===== config.mk =====
export PLATFORM = sky130hd
export DESIGN_NAME = interval_timer
export DESIGN_NICKNAME = d
export VERILOG_FILES = /design/src/rtl/interval_timer.sv
export SDC_FILE = /design/constraint.sdc
export NUM_CORES = 1
export LEC_CHECK = 0
export ABC_AREA = 1
export CAP_MARGIN = 20
export CORE_ASPECT_RATIO = 1.75
export CORE_UTILIZATION = 25
export DETAILED_ROUTE_END_ITERATION = 6
export GPL_TIMING_DRIVEN = 0
export PLACE_DENSITY = 0.48
export SLEW_MARGIN = 20
export SYNTH_ARGS = -nofsm -noshare
export SYNTH_HDL_FRONTEND = slang
export SYNTH_SLANG_ARGS = --single-unit
export TNS_END_PERCENT = 50

===== constraint.sdc =====
create_clock -name clk -period 2.66 [get_ports clk]
set_input_delay 0.266 -clock clk [delete_from_list [all_inputs] [get_ports clk]]
set_output_delay 0.266 -clock clk [all_outputs]
set_load 0.05 [all_outputs]

===== src/rtl/interval_timer.sv =====
// Programmable down-counting interval timer: prescaled tick, one-shot or
// auto-reload expiry, one-cycle expired pulse and sticky irq flag.
module interval_timer #(
   parameter int unsigned width          = 8,
   parameter int unsigned prescale_width = 8
) (
   input  logic                      clk,
   input  logic                      reset,
   input  logic                      write,
   input  logic [width-1:0]          in,
   input  logic [prescale_width-1:0] prescale,
   input  logic                      start,
   input  logic                      stop,
   input  logic                      auto_reload,
   input  logic                      irq_ack,
   output logic [width-1:0]          out,
   output logic                      running,
   output logic                      expired,
   output logic                      irq
);

   typedef enum logic [1:0] {
      IDLE = 2'd0,
      RUN  = 2'd1,
      DONE = 2'd2
   } state_t;

   state_t                    state_q, state_d;
   logic [width-1:0]          out_q, out_d;
   logic [width-1:0]          reload_q, reload_d;
   logic [prescale_width-1:0] pcnt_q, pcnt_d;
   logic                      expired_q, expired_d;
   logic                      irq_q, irq_d;
   logic                      tick;

   // prescale is compared live, so a lowered value below pcnt only
   // takes effect after pcnt wraps through zero
   assign tick = (pcnt_q == prescale);

   always_ff @(posedge clk or negedge reset) begin
      if (!reset) begin
         state_q   <= IDLE;
         out_q     <= '0;
         reload_q  <= '0;
         pcnt_q    <= '0;
         expired_q <= 1'b0;
         irq_q     <= 1'b0;
      end else begin
         state_q   <= state_d;
         out_q     <= out_d;
         reload_q  <= reload_d;
         pcnt_q    <= pcnt_d;
         expired_q <= expired_d;
         irq_q     <= irq_d;
      end
   end

   always_comb begin
      state_d   = state_q;
      out_d     = out_q;
      reload_d  = reload_q;
      pcnt_d    = pcnt_q;
      expired_d = 1'b0;

      if (stop) begin
         state_d = IDLE;
         pcnt_d  = '0;
      end else if (write) begin
         reload_d = in;
         out_d    = in;
         pcnt_d   = '0;
         if (start) begin
            state_d = RUN;
         end else if (state_q == DONE) begin
            state_d = IDLE;
         end
      end else if (start && (state_q != RUN)) begin
         state_d = RUN;
         pcnt_d  = '0;
         if (state_q == DONE) begin
            out_d = reload_q;
         end
      end else if (state_q == RUN) begin
         if (tick) begin
            pcnt_d = '0;
            if (out_q != '0) begin
               out_d = out_q - 1'b1;
            end else begin
               expired_d = 1'b1;
               if (auto_reload) begin
                  out_d = reload_q;
               end else begin
                  state_d = DONE;
               end
            end
         end else begin
            pcnt_d = pcnt_q + 1'b1;
         end
      end

      // a new expiry outranks an acknowledge on the same edge
      irq_d = expired_d | (irq_q & ~irq_ack);
   end

   assign out     = out_q;
   assign running = (state_q == RUN);
   assign expired = expired_q;
   assign irq     = irq_q;

endmodule


# --- Yosys cells after proc, flatten, opt, wreduce, memory -nomap -nowiden ---
# Cells that the tools add are included.
classes:
  add_sub_neg: 2
  n_eq_ne: 8
  muxes: 27
  n_bitwise: 4
  n_reduce_logical: 10
ops:
  columns: ["operator", "count"]
  rows:
  - ["8-bit two-way mux", 12]
  - ["2-bit two-way mux", 9]
  - ["4-bit nonzero test", 3]
  - ["5-bit AND reduction", 2]
  - ["8-bit by 1-bit adder with 8-bit output (second input constant)", 1]
  - ["8-bit == test", 1]
  - ["8-bit nonzero test", 1]
  - ["8-bit by 1-bit subtractor with 8-bit output (second input constant)", 1]
  - ["1-bit two-way mux", 6]
  - ["3-bit nonzero test", 2]
  - ["4-bit by 1-bit != test with 1-bit output (second input constant)", 1]
  - ["4-bit by 3-bit != test with 1-bit output (second input constant)", 1]
  - ["4-bit != test (second input constant)", 1]
  - ["3-bit by 2-bit != test with 1-bit output (second input constant)", 1]
  - ["2-bit by 1-bit == test with 1-bit output (second input constant)", 1]
  - ["2-bit == test (second input constant)", 1]
  - ["2-bit by 1-bit != test with 1-bit output (second input constant)", 1]
  - ["1-bit inverter", 2]
  - ["2-bit AND reduction", 1]
  - ["1-bit AND", 1]
  - ["1-bit logical AND", 1]
  - ["1-bit OR", 1]
totals:
  register_bits: 28
  output_inout_bits: 11
  word_cells: 57

# --- Longest topological paths before layout ---
depth:
  ltp_word: 8
  mapped_depth: 11
  ltp_nobuf: 11

# --- Least setup slack after synthesis ---
# Ideal clock, no wire load.
synth_path:
  path_kind: "reg2reg"
  startpoint: "reg out_q[0] (netlist: out[0])"
  endpoint: "reg out_q[0] (netlist: out[0])"
  setup_time_ps: 118
  arrival_ps: 1706
  required_time_ps: 2542
  path_slack_ps: 836
  path_stages_with_launch: 12
  n_path_buf: 1
  cell_sequence: "dfrtp_1 inv_1 ha_1 nand2_1 nor2_4 nor2_4 buf_6 nand2_1 o211ai_1 nand2_1 nand2_1 nand2_1"
synth_between:
  elab_chain_len: 6
synth_rtl:
  columns: ["item", "line", "text"]
  rows:
  - ["start, declared", "29", "logic [width-1:0] out_q, out_d;"]
  - ["start signal, assigned", "50", "out_q <= out_d;"]
  - ["8-bit by 1-bit subtractor with 8-bit output or 8-bit nonzero test (tied branches)", "87, 86", null]
  - ["8-bit two-way mux", "86", "if (out_q != '0) begin"]
  - ["8-bit two-way mux", "84", "if (tick) begin"]
  - ["8-bit two-way mux", "83", "end else if (state_q == RUN) begin"]
  - ["8-bit two-way mux", "77", "end else if (start && (state_q != RUN)) begin"]
  - ["8-bit two-way mux", "68", "end else if (write) begin"]
# Parallel ways exist; a longest one is shown, timed or not. The select of a mux whose other input is x is not followed.
# A chain may end at the register's enable or synchronous reset.

# --- Final worst setup path ---
layout_path:
  startpoint: "reg state_q[1]"
  endpoint: "out running"
layout_between:
  elab_chain_len: 1
layout_rtl:
  columns: ["item", "line", "text"]
  rows:
  - ["start, declared", "28", "state_t state_q, state_d;"]
  - ["start signal, assigned", "49", "state_q <= state_d;"]
  - ["2-bit by 1-bit == test with 1-bit output", "106", "assign running = (state_q == RUN);"]
  - ["end, declared", "17", "output logic running,"]
# Every way passes these cells.

==> results.sh <==
export IMPL_status="completed"
export IMPL_max_cap_viol_count=0
export IMPL_layout_min_cycle_time_ps=1970
export IMPL_gp_congestion=0.758
export IMPL_clk_latency_ps=260
export IMPL_cts_htree_levels=1
export IMPL_holdBufCountCts=0
export IMPL_wl_per_cell_um=12.1
export IMPL_startpoint_type="register"
export IMPL_avgSynthCellArea_sq_um=6.97
export IMPL_synthCells=260
export IMPL_via_per_inst=4.43
export IMPL_slowest_delay_ps=810
export IMPL_hpwl_um=3650
export IMPL_start_util=0.261
export IMPL_ys_warn_count=0
export IMPL_critPathTopFamily="buffers and inverters"
export IMPL_syn_to_final_growth_pct=27.9
export IMPL_cts_setup_buffers=0
export IMPL_worstPathBufferInverterCount=3
export IMPL_report_final_setup_viol=0
export IMPL_finalClockSkew_ps=6.07
export IMPL_hold_violations=0
export IMPL_critPathLaunch="state_q[1]"
export IMPL_timing_final_crit_share=0.741
export IMPL_dp_cells=377
export IMPL_antenna_found_initial=0
export IMPL_yosysUniqueCellTypes=28
export IMPL_p_switching_uw=513
export IMPL_first_pass_iters=4
export IMPL_p_clk_frac=0.255
export IMPL_nNetsFinal=324
export IMPL_crit_type="reg -> out"
export IMPL_numCtsBuffers=3
export IMPL_max_slew_margin_rel=0.557
export IMPL_post_cts_resized=0
export IMPL_irDropWorstVdd_mv=0.388
export IMPL_p_int_uw=851
export IMPL_synth_seq_area_share=0.386
export IMPL_die_area_sq_mm=0.00761
export IMPL_rsz0062_at_grt="no"
export IMPL_grt_pass1_wl_um=7680
export IMPL_powerDensity_mw_per_mm2=588
export IMPL_setup_tns_final_ps=0
export IMPL_cts_sinks=28
export IMPL_cp_data_required_time_ps=2390
export IMPL_cts_root_buf="clkbuf_16"
export IMPL_p_sw_frac=0.376
export IMPL_wl_um=4600
export IMPL_drc_errors=0
export IMPL_clock_path_buffers=2
export IMPL_cts_tree="done"
export IMPL_endpoint_kind="output port"
export IMPL_first_iter_violations=29
export IMPL_ant_nets=0
export IMPL_grt_start_max_net_pins=29
export IMPL_grt_usage=0.133
export IMPL_rows=40
export IMPL_r2r_start="out[0]"
export IMPL_synth_area_sq_mm=0.00181
export IMPL_p_leak_uw=0.00112
export IMPL_slew_viol_final=0
export IMPL_cp_cell_sequence="inv_1, nand2_2, inv_2, clkdlybuf4s50_1"
export IMPL_grt_pass1_vias=1675
export IMPL_hold_class="in -> async"
export IMPL_diodes=0
export IMPL_core_sq_mm=0.00696
export IMPL_portBuffers=33
export IMPL_arrival_ps=1700
export IMPL_die_w_um=66.4
export IMPL_ys_ff_latch=28
export IMPL_stdcell_count=380
export IMPL_final_layout_size_suffix_gt1_frac=0.101
export IMPL_ioPinCount=34
export IMPL_grt_ovfl_total=0
export IMPL_path_clk_slew_ps=70
export IMPL_die_height_um=115
export IMPL_combPwrFrac=0.364
export IMPL_pwr_share_seq=0.382
export IMPL_worst_pin_slew_ps=664
export IMPL_syn_num_nets=286
export IMPL_cp_max_fo=4
export IMPL_max_freq_ghz=0.508
export IMPL_vias=1684
export IMPL_cpMaxStageDelayCell="clkdlybuf4s50_1"
## cells in the mapped netlist
| cell type | number | share of area |
|---|---|---|
| o211ai_1 | 8 | 0.033 |
| ha_1 | 3 | 0.021 |
| buf_2 | 1 | 0.0028 |
| nor3b_1 | 4 | 0.017 |
| clkinv_1 | 1 | 0.0021 |
| nand3_1 | 10 | 0.028 |
| nand3_2 | 3 | 0.017 |
| or2_1 | 1 | 0.0035 |
| nor2_1 | 11 | 0.023 |
| nand2_2 | 4 | 0.014 |
| nand2_1 | 106 | 0.22 |
| nand4_1 | 3 | 0.010 |
| o21ai_0 | 12 | 0.033 |
| buf_6 | 1 | 0.0062 |
| clkbuf_1 | 1 | 0.0021 |
| a21oi_4 | 2 | 0.018 |
| o22ai_1 | 1 | 0.0035 |
| nor3_2 | 2 | 0.011 |
| nor2_4 | 2 | 0.012 |
| inv_1 | 34 | 0.070 |
| nor3_1 | 3 | 0.0083 |
| nor2_2 | 6 | 0.021 |
| a31oi_1 | 1 | 0.0035 |
| inv_2 | 5 | 0.010 |
| a21oi_1 | 4 | 0.011 |
| xnor2_1 | 2 | 0.0097 |
| nand3b_1 | 1 | 0.0041 |
| dfrtp_1 | 28 | 0.39 |
## worst register-to-register path, delay by kind of cell (launching register included)
kind / cells / cell delay, ps
flops: 1 / 420
buf+inv: 2 / 260
simple gates: 6 / 580
fa+ha+maj: 1 / 160
compound gates: 1 / 150
## layout make-up
class,instances,area (sq um)
timing repair buffer,33,325
buffer,3,20.0
inverter,40,150
tap,84,105
multi-input combinational,189,942
fill,795,4640
sequential,28,701
clock buffer,3,75.1
## state kept, by name, summed over array words and instances, names as in the netlist
| register | count |
|---|---|
| out | 8 |
| pcnt_q | 8 |
| reload_q | 8 |
| state_q | 2 |
| expired | 1 |
| irq | 1 |
## routing by layer
layer	GRT usage	routed length [um]
met1	0.142	1870
met2	0.265	2560
met4	0.0298	41
met5	0	0
met3	0.0139	128
## cell families (layout without fill, tap and decap cells)
| logic type | Yosys count | in the layout | share of synthesized area |
|---|---|---|---|
| flip-flops | 28 | 28 | 0.386 |
| buffers and inverters | 43 | 79 | 0.0939 |
| adder cells (fa/ha/maj) | 3 | 3 | 0.0207 |
| AND/OR/NAND/NOR | 156 | 156 | 0.387 |
| AO/OA/AOI/OAI | 28 | 28 | 0.102 |
| XOR/XNOR | 2 | 2 | 0.00966 |
## worst paths after layout
check,cells after the start,endpoint,slack [ps]
setup / recovery,4,running,690
hold / removal,1,reload_q[0],30
setup reg to reg,10,out[6],980
hold reg to reg,2,reload_q[1],480
max in group asynchronous,1,out[7],2200
min in group clk,2,reload_q[1],480
## power by group through the flow
stage | registers (uW) | logic, uW | clock network [uW]
after global routing | 528 | 554 | 374
final | 520 | 496 | 348
after CTS | 522 | 506 | 361
after detailed placement | 529 | 503 | 0
after floorplan | 610 | 244 | 0
after global placement | 529 | 500 | 0
## per-stage QoR
stage | hold WS, ps | total power (uW) | setup WS (ps) | utilization | instance area, sq um
after floorplan | -29.6 | 853 | 836 | - | 1810
after global placement | 460 | 1030 | 689 | 0.323 | 2250
after detailed placement | 353 | 1030 | 693 | 0.322 | 2240
after CTS | 67.1 | 1390 | 680 | 0.333 | 2320
after global routing | 85.7 | 1460 | 611 | 0.333 | 2320
final | 32.2 | 1360 | 690 | 0.333 | 2320
## placed cells by master (no fill, tap or decap), types with 3 or more instances in the layout
cell type        synthesis  layout
o21ai_0                 12      12
nand3_1                 10      10
o211ai_1                 8       8
dfrtp_1                 28      28
nand4_1                  3       3
nor3_1                   3       3
nor2_1                  11      11
ha_1                     3       3
nand2_1                106     106
nor2_2                   6       6
nor3b_1                  4       4
nand2_2                  4       4
clkbuf_16                0       3
nand3_2                  3       3
inv_2                    5       5
clkdlybuf4s50_1          0      32
a21oi_1                  4       4
inv_1                   34      34
No activity file was read; power rests on OpenSTA's default activity.
